--- config.mk ---
export PLATFORM = sky130hd
export DESIGN_NAME = game_scheduler
export DESIGN_NICKNAME = d
export VERILOG_FILES = /design/src/rtl/game_scheduler.sv
export SDC_FILE = /design/constraint.sdc
export NUM_CORES = 1
export LEC_CHECK = 0
export BUFFER_PORTS_ARGS = -buffer_cell sky130_fd_sc_hd__buf_2
export CAP_MARGIN = 30
export CORE_MARGIN = 2
export CORE_UTILIZATION = 50
export DETAILED_ROUTE_END_ITERATION = 8
export HOLD_SLACK_MARGIN = 0.1
export PLACE_DENSITY = 0.69
export SLEW_MARGIN = 20
export SYNTH_ARGS = -nofsm -noshare
export SYNTH_HDL_FRONTEND = slang
export SYNTH_SLANG_ARGS = --single-unit
--- constraint.sdc ---
create_clock -name clk -period 2.5 [get_ports clk]
set_input_delay 0.375 -clock clk [delete_from_list [all_inputs] [get_ports clk]]
set_output_delay 0.375 -clock clk [all_outputs]
set_load 0.03 [all_outputs]
--- src/rtl/game_scheduler.sv ---
// game_scheduler
//   Run controller for the dino game datapath. Converts the display frame tick
//   into update/timer strobes, owns the speed ramp, the obstacle-free clear
//   period and the start / crash / restart sequence.
//
//   Optional feature macro: GAME_SCHED_ACCEL_EN
//     defined   : speed ramps by ACCEL per update, clamped at MAX_SPEED
//     undefined : speed stays at INIT_SPEED for the whole run
//
//   Ports
//     clk            in   clock
//     rst            in   synchronous, active-high reset
//     frame_tick     in   one-cycle pulse per display frame
//     jump_btn       in   synchronized button level
//     collision      in   level from collision detector
//     update         out  one-cycle frame strobe to datapath
//     timer[5:0]     out  ms since previous update (saturating at 63)
//     start          out  one-cycle run-start pulse
//     crash          out  high throughout CRASHED
//     speed[14:0]    out  current speed x1024
//     has_obstacles  out  obstacle generation enable
//     game_rst       out  one-cycle datapath soft reset
//     state_o[2:0]   out  FSM state encoding (debug)
module game_scheduler #(
  parameter int CLK_PER_MS       = 25000,
  parameter int INIT_SPEED       = 6144,
  parameter int MAX_SPEED        = 13312,
  parameter int ACCEL            = 1,
  parameter int CLEAR_FRAMES     = 180,
  parameter int RESTART_DELAY_MS = 750
) (
  input  logic        clk,
  input  logic        rst,
  input  logic        frame_tick,
  input  logic        jump_btn,
  input  logic        collision,
  output logic        update,
  output logic [5:0]  timer,
  output logic        start,
  output logic        crash,
  output logic [14:0] speed,
  output logic        has_obstacles,
  output logic        game_rst,
  output logic [2:0]  state_o
);

  localparam int PRE_W = (CLK_PER_MS > 1) ? $clog2(CLK_PER_MS) : 1;
  localparam int FRM_W = $clog2(CLEAR_FRAMES + 1);
  localparam int CMS_W = $clog2(RESTART_DELAY_MS + 1);

  localparam logic [PRE_W-1:0] PRE_LAST = PRE_W'(CLK_PER_MS - 1);
  localparam logic [FRM_W-1:0] FRM_SAT  = FRM_W'(CLEAR_FRAMES);
  localparam logic [CMS_W-1:0] CMS_SAT  = CMS_W'(RESTART_DELAY_MS);
  // The starting speed is clamped too, so speed can never exceed the ceiling.
  localparam logic [14:0]      SPD_INIT = (INIT_SPEED > MAX_SPEED) ? 15'(MAX_SPEED)
                                                                  : 15'(INIT_SPEED);

  typedef enum logic [2:0] {
    S_IDLE     = 3'd0,
    S_STARTING = 3'd1,
    S_RUNNING  = 3'd2,
    S_CRASHED  = 3'd3,
    S_RESTART  = 3'd4
  } state_t;

  state_t             r_state;
  state_t             w_next;
  logic               r_jump_d;
  logic               r_rise;
  logic [PRE_W-1:0]   r_pre;
  logic [5:0]         r_acc;
  logic [1:0]         r_hold;
  logic [FRM_W-1:0]   r_frames;
  logic [CMS_W-1:0]   r_crash_ms;
  logic               r_update;
  logic [5:0]         r_timer;
  logic               r_start;
  logic               r_crash;
  logic [14:0]        r_speed;
  logic               r_has_obs;
  logic               r_game_rst;
  logic               w_ms_tick;
  logic               w_issue;

  assign w_ms_tick = (r_pre == PRE_LAST);

  // A frame is accepted only while running, outside hold-off, and never in
  // the same cycle as a collision (the crash takes priority).
  assign w_issue = (r_state == S_RUNNING) && frame_tick && !collision &&
                   (r_hold == 2'd0);

`ifdef GAME_SCHED_ACCEL_EN
  logic [15:0] w_spd_sum;
  logic [14:0] w_spd_next;
  assign w_spd_sum  = {1'b0, r_speed} + 16'(ACCEL);
  assign w_spd_next = (w_spd_sum > 16'(MAX_SPEED)) ? 15'(MAX_SPEED) : w_spd_sum[14:0];
`endif

  // Button edge is registered, so the FSM sees it one cycle after the rise.
  always_ff @(posedge clk) begin
    if (rst) begin
      r_jump_d <= 1'b0;
      r_rise   <= 1'b0;
    end else begin
      r_jump_d <= jump_btn;
      r_rise   <= jump_btn & ~r_jump_d;
    end
  end

  always_ff @(posedge clk) begin
    if (rst) r_state <= S_IDLE;
    else     r_state <= w_next;
  end

  always_comb begin
    w_next = r_state;
    case (r_state)
      S_IDLE:     if (r_rise) w_next = S_STARTING;
      S_STARTING: w_next = S_RUNNING;
      S_RUNNING:  if (collision) w_next = S_CRASHED;
      S_CRASHED:  if (r_rise && (r_crash_ms == CMS_SAT)) w_next = S_RESTART;
      S_RESTART:  w_next = S_STARTING;
      default:    w_next = S_IDLE;
    endcase
  end

  // Outputs are decoded from the next state and registered, so start,
  // crash and game_rst line up exactly with their states.
  always_ff @(posedge clk) begin
    if (rst) begin
      r_pre      <= '0;
      r_acc      <= '0;
      r_hold     <= '0;
      r_frames   <= '0;
      r_crash_ms <= '0;
      r_update   <= 1'b0;
      r_timer    <= '0;
      r_start    <= 1'b0;
      r_crash    <= 1'b0;
      r_game_rst <= 1'b0;
      r_has_obs  <= 1'b0;
      r_speed    <= SPD_INIT;
    end else begin
      r_pre      <= w_ms_tick ? '0 : r_pre + PRE_W'(1);
      r_start    <= (w_next == S_STARTING);
      r_crash    <= (w_next == S_CRASHED);
      r_game_rst <= (w_next == S_RESTART);
      r_update   <= w_issue;

      // Hold-off: three cycles after the update strobe during which ticks drop.
      if (w_issue)              r_hold <= 2'd3;
      else if (r_hold != 2'd0)  r_hold <= r_hold - 2'd1;

      // Elapsed-ms accumulator; a coincident ms tick is counted for the next frame.
      if (w_issue) begin
        r_timer <= r_acc;
        r_acc   <= w_ms_tick ? 6'd1 : 6'd0;
      end else if (w_ms_tick && (r_acc != 6'd63)) begin
        r_acc   <= r_acc + 6'd1;
      end

      // Restart lockout counter, held at zero outside CRASHED.
      if (r_state != S_CRASHED)                       r_crash_ms <= '0;
      else if (w_ms_tick && (r_crash_ms != CMS_SAT))  r_crash_ms <= r_crash_ms + CMS_W'(1);

      // Clear period: obstacles enable together with the final clear update.
      if (w_next == S_STARTING) begin
        r_frames  <= '0;
        r_has_obs <= 1'b0;
      end else if (w_issue && (r_frames != FRM_SAT)) begin
        r_frames <= r_frames + FRM_W'(1);
        if (r_frames + FRM_W'(1) == FRM_SAT) r_has_obs <= 1'b1;
      end

      // Speed steps after the update strobe so the datapath samples the old value.
      if (w_next == S_STARTING) r_speed <= SPD_INIT;
`ifdef GAME_SCHED_ACCEL_EN
      else if (r_update)        r_speed <= w_spd_next;
`endif
    end
  end

  assign update        = r_update;
  assign timer         = r_timer;
  assign start         = r_start;
  assign crash         = r_crash;
  assign speed         = r_speed;
  assign has_obstacles = r_has_obs;
  assign game_rst      = r_game_rst;
  assign state_o       = r_state;

endmodule

==> results of run 1 <==
## power by group
part | internal (mW) | leakage, nW | switching (mW) | total (mW)
logic | 0.0577 | 0.553 | 0.117 | 0.175
registers | 0.935 | 0.461 | 0.0134 | 0.949
clock network | 0.541 | 0.107 | 0.341 | 0.882
total | 1.53 | 1.12 | 0.471 | 2.01
## sequential cells by signal (all words and copies together), names as in the netlist
name and cells:
update 1, crash 1, timer 6, r_acc 6, start 1, r_pre 15, r_rise 1, game_rst 1
r_frames 8, r_hold 2, state_o 3, r_jump_d 1, r_crash_ms 10, has_obstacles 1
## per-stage QoR
stage	instance area (µm²)	hold slack, ps	total power [mW]	utilization	instances
after global routing	3112	320.7	2.105	0.5686	423
after global placement	2904	384.9	1.138	0.5306	407
after detailed placement	2904	396.5	1.141	0.5306	407
final	3112	327.9	2.005	0.5686	423
after CTS	3112	309.7	2.032	0.5686	423
after floorplan	2880	367.4	1.127	-	344
## kinds of logic after synthesis
group | count (synthesis) | share of synthesized area
and+or+nand+nor | 136 | 0.2731
AOI/OAI and AO/OA | 71 | 0.1648
DFF | 57 | 0.4030
buffers and inverters | 44 | 0.08042
xor gates and xnor gates | 12 | 0.03712
adders and majority gates | 8 | 0.03535
other | 2 | 0.002652
muxes | 1 | 0.003535
## final timing paths
| kind | startpoint | to | slack (ps) |
|---|---|---|---|
| max | r_pre[0]$_SDFF_PP0_ | r_crash_ms[9]$_SDFFE_PP0P_ | 630 |
| min | jump_btn | r_jump_d$_SDFF_PP0_ | 330 |
| max reg2reg | r_pre[0]$_SDFF_PP0_ | r_crash_ms[9]$_SDFFE_PP0P_ | 630 |
| min reg2reg | r_jump_d$_SDFF_PP0_ | r_rise$_SDFF_PP0_ | 410 |
## layout by cell type (no fill, tap or decap), types with 3 or more instances in the layout
cell                        n
sky130_fd_sc_hd__a21oi_1   26
sky130_fd_sc_hd__a311oi_1   3
sky130_fd_sc_hd__a31oi_1    5
sky130_fd_sc_hd__and2_1     6
sky130_fd_sc_hd__and3_1     7
sky130_fd_sc_hd__and4_1     4
sky130_fd_sc_hd__buf_2     18
sky130_fd_sc_hd__clkbuf_8  12
sky130_fd_sc_hd__conb_1    15
sky130_fd_sc_hd__dfxtp_1   57
sky130_fd_sc_hd__ha_1       8
sky130_fd_sc_hd__inv_1     15
sky130_fd_sc_hd__nand2_1   28
sky130_fd_sc_hd__nand2b_1   4
sky130_fd_sc_hd__nand3_1   11
sky130_fd_sc_hd__nand4_1   12
sky130_fd_sc_hd__nor2_1    25
sky130_fd_sc_hd__nor2b_1    4
sky130_fd_sc_hd__nor3_1     4
sky130_fd_sc_hd__nor4_1     3
sky130_fd_sc_hd__o21ai_0    9
sky130_fd_sc_hd__o31ai_1    7
sky130_fd_sc_hd__or3_1      8
sky130_fd_sc_hd__or4_1      6
sky130_fd_sc_hd__xnor2_1    7
sky130_fd_sc_hd__xor2_1     5
## cell type report
| type | instances | area [µm²] | area share |
|---|---|---|---|
| clock buffers | 14 | 172.7 | 0.05549 |
| clock inverters | 2 | 35.03 | 0.01126 |
| inverters | 15 | 56.30 | 0.01809 |
| multi-input cells | 243 | 1511 | 0.4857 |
| flip-flops and latches | 57 | 1141 | 0.3667 |
| well taps | 72 | 90.09 | 0.02895 |
| repair buffers | 20 | 105.1 | 0.03378 |
## layer usage
layer	GRT usage	vias to the layer above	share of wire
met3	0.06818	9	0.041
met1	0.2447	1107	0.49
met2	0.2975	41	0.45
met5	0	-	0
li1	-	1200	-
met4	0.06724	0	0.016
==> flow_summary.ini, run 1 <==
[status]
outcome = finished, final reports clean

[critical_path]
worstPathArrival_ps = 2120
cp_num_buf_inv = 1
critical_path.cell_chain = ha_1 -> and4_1 -> nand4_1 -> buf_4 -> or4_1 -> a21oi_1
critical_path_required_ps = 2760
critical_path_end_type = flop
critical_path_class = flop to flop
worst_setup_path_start_kind = flop
crit_family = simple AND/OR/NAND/NOR gates
worst-r2r-cell-count = 6
max_stage_delay_ps = 510
critical_path_depth = 6
critical_path_peak_fanout = 24
cpMaxStageDelayCell = sky130_fd_sc_hd__or4_1

[floorplanning]
core-area_mm2 = 0.005473
io_pins = 34
fp.dieArea_mm2 = 0.006281
fp.dieH_um = 79.25
floorplan.initialDensity = 0.5174
floorplan.rows = 27
die_w_um = 79.25

[power]
static-leakage-power_nw = 1.120
ir_drop_mv = 0.3239
pwr_density_cell_mw_per_mm2 = 644.4

[cts]
numClockSinks = 57
tritoncts = yes
cts_inserted_buffers = 9
worstSkewPairLatency_ps = 330
cts.repair_timing.setup_buffer_count = 0
clock_transition_at_path_regs_ps = 60
cts_max_path_buffers = 2
post_cts_resized = 0
cts_root_buf = sky130_fd_sc_hd__clkbuf_8
cts-htree-levels = 3
postCtsHoldBufs = 0

[synth]
netlist_instances = 331
synth_top_cell_by_area = sky130_fd_sc_hd__dfxtp_1
ys_seq_elements = 57
mappedNetlistArea_mm2 = 0.002831
avgSynthCellArea_um2 = 8.554
seq_area_frac_synth = 0.4030
ys.warnings.count = 0
synth_top_area_share = 0.4030
synth.most_common_cell = sky130_fd_sc_hd__dfxtp_1
synth_enable_flop_cells = 0
post_synth_most_frequent_cells = 57 x sky130_fd_sc_hd__dfxtp_1, 28 x sky130_fd_sc_hd__nand2_1, 26 x sky130_fd_sc_hd__a21oi_1
synth.lib_cells_used.distinct = 57
synthArstFlopShare = 0
synthFlopType = sky130_fd_sc_hd__dfxtp_1
synth.top_cells.by_area = sky130_fd_sc_hd__dfxtp_1 40%, sky130_fd_sc_hd__a21oi_1 4.6%, sky130_fd_sc_hd__buf_4 4.0%, sky130_fd_sc_hd__nand2_1 3.7%, sky130_fd_sc_hd__ha_1 3.5%

[final_layout]
finalNetCount = 359
drive_above_1_share = 0.1254
n_antenna_cell = 0
area_growth_syn_to_layout_pct = 9.898
layout.filler_cells = 528

[timing]
final_hold_viol_count = 0
slew_violations = 0
finalCriticalPeriod_ps = 1868
skew_final_ps = 8.652
rsz0062_at_grt = false
setup_total_negative_slack_ps = 0
setup_ws_ps = 631.7
max_clock_freq_ghz = 0.5353
setup_viol_count_final = 0
slew_headroom = 0.5405
final.period_utilization = 0.7473
max_slew.worst_pin.slew_ps = 683.0

[worst_hold_path]
hold-path-cell-count = 2
worst_hold_path_type = input port to flop

[run]
max_cap_violations = 0

[global_route]
antenna_found_initial = 0
grt.total_usage = 0.1910
number_of_global_route_vias_before_repair = 2122
global_route.overflow_total = 0
grt_max_degree = 25
grt_first_pass_wirelength_mm = 9.439

[routing]
postRouteAntennaNets = 0
drc_errors = 0
route.vias.total = 2357
drtPass1Iterations = 6
drt_first_iter_violations = 187
vias_per_cell = 5.572
routed_wire_length_mm = 5.403
post_drt_wl_per_cell_um = 12.77

[placement]
dp.final_hpwl_mm = 3.764
io_buffer_count = 18
gp_congestion = 0.8462
placement.setup.worst_slack_ps = 615.4
No activity file was read; power rests on OpenSTA's default activity.
==> inputs of run 2 (changes only) <==
- clock period: 2.5 -> 2 ns (I/O delays scaled with it)
==> run 2 against run 1 <==
Effect of this change: final cell count is 0.47% higher; global-route usage is 0.30 points lower; hold slack worse by 78 ps; critical path type unchanged; sequential share of layout area is 0.52 points lower; non-clock buffer count is 3 higher; maximum frequency is 0.87% higher; clock skew hardly changed; sequential power is 25% higher; via count is 0.38% lower; clock-buffer cell count is 2 lower.
==> flow_summary.ini, run 2 (synthesis results as in run 1) <==
[global_route]
met2_usage = 0.2831
busiest_layer = met2
grt.total_usage = 0.1881
antenna_found_initial = 0
grt_util_met3 = 0.03864
number_of_global_route_vias_before_repair = 2169
global_route.overflow_total = 0
grt_max_degree = 25
grtUsageMet1 = 0.2472
grt_first_pass_wirelength_mm = 9.439

[power]
static-leakage-power_nw = 1.141
pwr_density_cell_mw_per_mm2 = 815.8
finalPower_mw = 2.575
ir_drop_mv = 0.6345

[critical_path]
critical_path_peak_fanout = 24
critical_path_class = flop to flop
worstPathArrival_ps = 2110
critical_path_end_type = flop
worst_setup_path_start_kind = flop
critical_path_required_ps = 2260

[routing]
drc_errors = 0
routed_wire_length_mm = 5.408
postRouteAntennaNets = 0
vias_per_cell = 5.525
route.vias.total = 2348
post_drt_wl_per_cell_um = 12.72
drtPass1Iterations = 4
drt_first_iter_violations = 117

[final_layout]
n_antenna_cell = 0
area_growth_syn_to_layout_pct = 11.49
drive_above_1_share = 0.1360
layout.cells.most_common = sky130_fd_sc_hd__dfxtp_1
layout.cells.most_common_list = 57 x sky130_fd_sc_hd__dfxtp_1, 28 x sky130_fd_sc_hd__nand2_1, 26 x sky130_fd_sc_hd__a21oi_1
finalNetCount = 362
top_regs = r_pre: 15 flops, r_crash_ms: 10 flops, r_frames: 8 flops
final_standard_cell_utilization_of_the_core = 0.5768
max_flop_register = r_pre
largest_register_ff_count = 15

[placement]
gp_congestion = 0.8414
io_buffer_count = 18
dp.final_hpwl_mm = 3.652
placement.setup.worst_slack_ps = 145.8

[floorplanning]
fp.dieArea_mm2 = 0.006281
die_w_um = 79.25
floorplan.initialDensity = 0.5174
core-area_mm2 = 0.005473
floorplan.rows = 27
fp.dieH_um = 79.25
io_pins = 34

[timing]
skew_final_ps = 8.545
max_slew.worst_pin.slew_ps = 683.1
slew_violations = 0
setup_ws_ps = 147.8
final_hold_viol_count = 0
setup_viol_count_final = 0
setup_total_negative_slack_ps = 0
timing.hold.ws_ps = 250.3
final.period_utilization = 0.9261
max_clock_freq_ghz = 0.5399
finalCriticalPeriod_ps = 1852
slew_headroom = 0.5404
rsz0062_at_grt = false

[cts]
numClockSinks = 57
worstSkewPairLatency_ps = 330
tritoncts = yes
cts_root_buf = sky130_fd_sc_hd__clkbuf_8
clock_transition_at_path_regs_ps = 60
cts_inserted_buffers = 9
cts-htree-levels = 3
cts.repair_timing.setup_buffer_count = 0
cts_max_path_buffers = 2

[status]
outcome = finished, final reports clean

[worst_hold_path]
worst_hold_path_type = input port to flop

[run]
max_cap_violations = 0
run 2: path summary, 6_finish.rpt:
kind / slack (ps) / cells after the start / start / to
max reg2reg: 150 / 6 / r_pre[0]$_SDFF_PP0_ / r_crash_ms[4]$_SDFFE_PP0P_
max: 150 / 6 / r_pre[0]$_SDFF_PP0_ / r_crash_ms[4]$_SDFFE_PP0P_
min: 250 / 2 / rst / state_o[1]$_SDFF_PP0_
min reg2reg: 400 / 1 / r_jump_d$_SDFF_PP0_ / r_rise$_SDFF_PP0_
run 2: timing repair:
action                                  in CTS  in global routing
endpoints found under the setup margin       0                  3
hold buffers                                 0                  0
gates resized for setup                      0                  2
hold endpoints to repair                     0                  0
run 2: layout make-up:
cell class              instances  area, µm²
well taps                      72      90.09
multi-input cells             243       1519
clock buffers                  12      145.1
repair buffers                 23      140.1
inverters                      15      56.30
flip-flops and latches         57       1141
fillers                       499       2316
clock inverters                 3      65.06
run 2: where the power goes:
| part | switching [mW] | leakage (nW) | internal [mW] |
|---|---|---|---|
| logic | 0.145 | 0.573 | 0.0741 |
| clock network | 0.444 | 0.106 | 0.728 |
| registers | 0.0166 | 0.461 | 1.17 |
run 2: critical path, stage by stage (launching register included):
cell and delay (ps):
sky130_fd_sc_hd__dfxtp_1 350, sky130_fd_sc_hd__ha_2 220, sky130_fd_sc_hd__and4_1 210, sky130_fd_sc_hd__nand4_1 150, sky130_fd_sc_hd__buf_12 200, sky130_fd_sc_hd__or4_1 500, sky130_fd_sc_hd__a21oi_1 150
run 2: metal layers:
layer  vias to the layer above  routed length (µm)
met1                      1082                2689
met3                        13                 196
li1                       1206                   -
met5                         -                   0
met2                        47                2400
met4                         0                 121
run 2: stage by stage:
| step | instances | instance area (µm²) |
|---|---|---|
| finish | 425 | 3157 |
| global route | 425 | 3157 |
| CTS | 425 | 3149 |
| detailed placement | 410 | 2939 |
| global placement | 410 | 2939 |
| floorplan | 344 | 2880 |
==> inputs of run 3 (changes only) <==
- RECOVER_POWER: unset -> 25
==> run 3 against run 2 <==
Effect of this change: setup slack is essentially flat; power is essentially flat; design area shrank 0.55%; hold slack gained 6.5 ps; routed wire length grew 0.15%; via count grew 0.26%; clock skew is essentially flat; highest routed layer unchanged; utilization shrank 0.32 points.
==> flow_summary.ini, run 3 (synthesis results as in run 1) <==
[floorplanning]
io_pins = 34
floorplan.rows = 27
fp.dieH_um = 79.25
fp.dieArea_mm2 = 0.006281
floorplan.initialDensity = 0.5174
die_w_um = 79.25
core-area_mm2 = 0.005473

[global_route]
grt_first_pass_wirelength_mm = 9.439
global_route.overflow_total = 0
grt_max_degree = 25
grt.total_usage = 0.1881
antenna_found_initial = 0
number_of_global_route_vias_before_repair = 2169

[placement]
placedInstanceArea_mm2 = 0.002939
io_buffer_count = 18
dp.final_hpwl_mm = 3.652
gp_congestion = 0.8414

[final_layout]
area_growth_syn_to_layout_pct = 10.87
max_flop_register = r_pre
n_antenna_cell = 0
largest_register_ff_count = 15
layout.filler_cells = 507
layout.cells.most_common = sky130_fd_sc_hd__dfxtp_1
drive_above_1_share = 0.09632
top_regs = r_pre: 15 flops, r_crash_ms: 10 flops, r_frames: 8 flops
final_cell_area_mm2 = 0.003139
layout.cells.most_common_list = 57 x sky130_fd_sc_hd__dfxtp_1, 28 x sky130_fd_sc_hd__nand2_1, 26 x sky130_fd_sc_hd__a21oi_1
finalNetCount = 362

[critical_path]
crit_family = simple AND/OR/NAND/NOR gates
critical_path_end_type = flop
critical_path.cell_chain = ha_2 -> and4_1 -> nand4_1 -> buf_12 -> or4_1 -> a21oi_1
critical_path_required_ps = 2260
cpMaxStageDelayCell = sky130_fd_sc_hd__or4_1
max_stage_delay_ps = 500
critical_path_class = flop to flop
worstPathArrival_ps = 2110
worst_setup_path_start_kind = flop
regToRegSetupSlack_ps = 150
cp_num_buf_inv = 1
critical_path_peak_fanout = 24

[timing]
slew_violations = 0
final_hold_viol_count = 0
max_clock_freq_ghz = 0.5400
setup_viol_count_final = 0
setup_total_negative_slack_ps = 0
skew_final_ps = 8.461
finalCriticalPeriod_ps = 1852
slew_headroom = 0.5407
final.period_utilization = 0.9260
rsz0062_at_grt = false
max_slew.worst_pin.slew_ps = 682.6

[cts]
cts_root_buf = sky130_fd_sc_hd__clkbuf_8
tritoncts = yes
clock_transition_at_path_regs_ps = 60
cts_inserted_buffers = 9
worstSkewPairLatency_ps = 330
numClockSinks = 57
cts_max_path_buffers = 2
cts-htree-levels = 3

[routing]
drtPass1Iterations = 4
routed_wire_length_mm = 5.416
drc_errors = 0
drt_first_iter_violations = 117
route.vias.total = 2354
post_drt_wl_per_cell_um = 12.74
vias_per_cell = 5.539
postRouteAntennaNets = 0

[worst_hold_path]
worst_hold_path_type = input port to flop

[power]
static-leakage-power_nw = 1.080
ir_drop_mv = 0.6345
pwr_density_cell_mw_per_mm2 = 820.3

[status]
outcome = finished, final reports clean

[run]
max_cap_violations = 0
==> run 3: cell count changes in the layout (fill, tap and decap cells not counted), sizes merged <==
cell / delta
buf: -14
clkbuf: +14
==> run 3: where the power goes <==
group / switching, mW / total [mW] / internal, mW
clock network: 0.444 / 1.17 / 0.728
logic: 0.146 / 0.218 / 0.0722
registers: 0.0167 / 1.19 / 1.17
==> run 3: metal layers <==
metal  global-route usage  share of wire  vias up
li1                     -              -     1205
met1               0.2472           0.50     1082
met2               0.2831           0.44       54
met3              0.03864          0.038       13
met4               0.1138          0.022        0
met5                    0              0        -
==> run 3: area by class of cell <==
type                    count  area (µm²)  share of cell area
multi-input cells         243        1519              0.4839
flip-flops and latches     57        1141              0.3635
clock buffers              12       145.1             0.04623
repair buffers             23       122.6             0.03906
well taps                  72       90.09             0.02870
clock inverters             3       65.06             0.02073
inverters                  15       56.30             0.01794
==> run 3: path summary, 6_finish.rpt <==
path | start | endpoint | cells after the start
worst max-delay path | r_pre[0]$_SDFF_PP0_ | r_crash_ms[4]$_SDFFE_PP0P_ | 6
worst min-delay path | jump_btn | r_jump_d$_SDFF_PP0_ | 2
worst max register to register | r_pre[0]$_SDFF_PP0_ | r_crash_ms[4]$_SDFFE_PP0P_ | 6
worst min register to register | r_jump_d$_SDFF_PP0_ | r_rise$_SDFF_PP0_ | 1
==> run 3: timing repair <==
item                                    CTS  global route
endpoints found under the setup margin    0             3
hold buffers                              0             0
setup buffers                             0             0
resized for setup                         0             2
==> run 3: stage by stage <==
stage / hold slack [ps] / cells / util / total power, mW / worst slack [ps]
after floorplan: 367.4 / 344 / - / 1.408 / 309.6
final: 256.8 / 425 / 0.5736 / 2.575 / 148.0
after CTS: 231.4 / 425 / 0.5754 / 2.595 / 126.2
after global routing: 251.9 / 425 / 0.5736 / 2.679 / 4.849
after detailed placement: 387.1 / 410 / 0.5370 / 1.427 / 145.8
after global placement: 374.5 / 410 / 0.5370 / 1.420 / 197.8
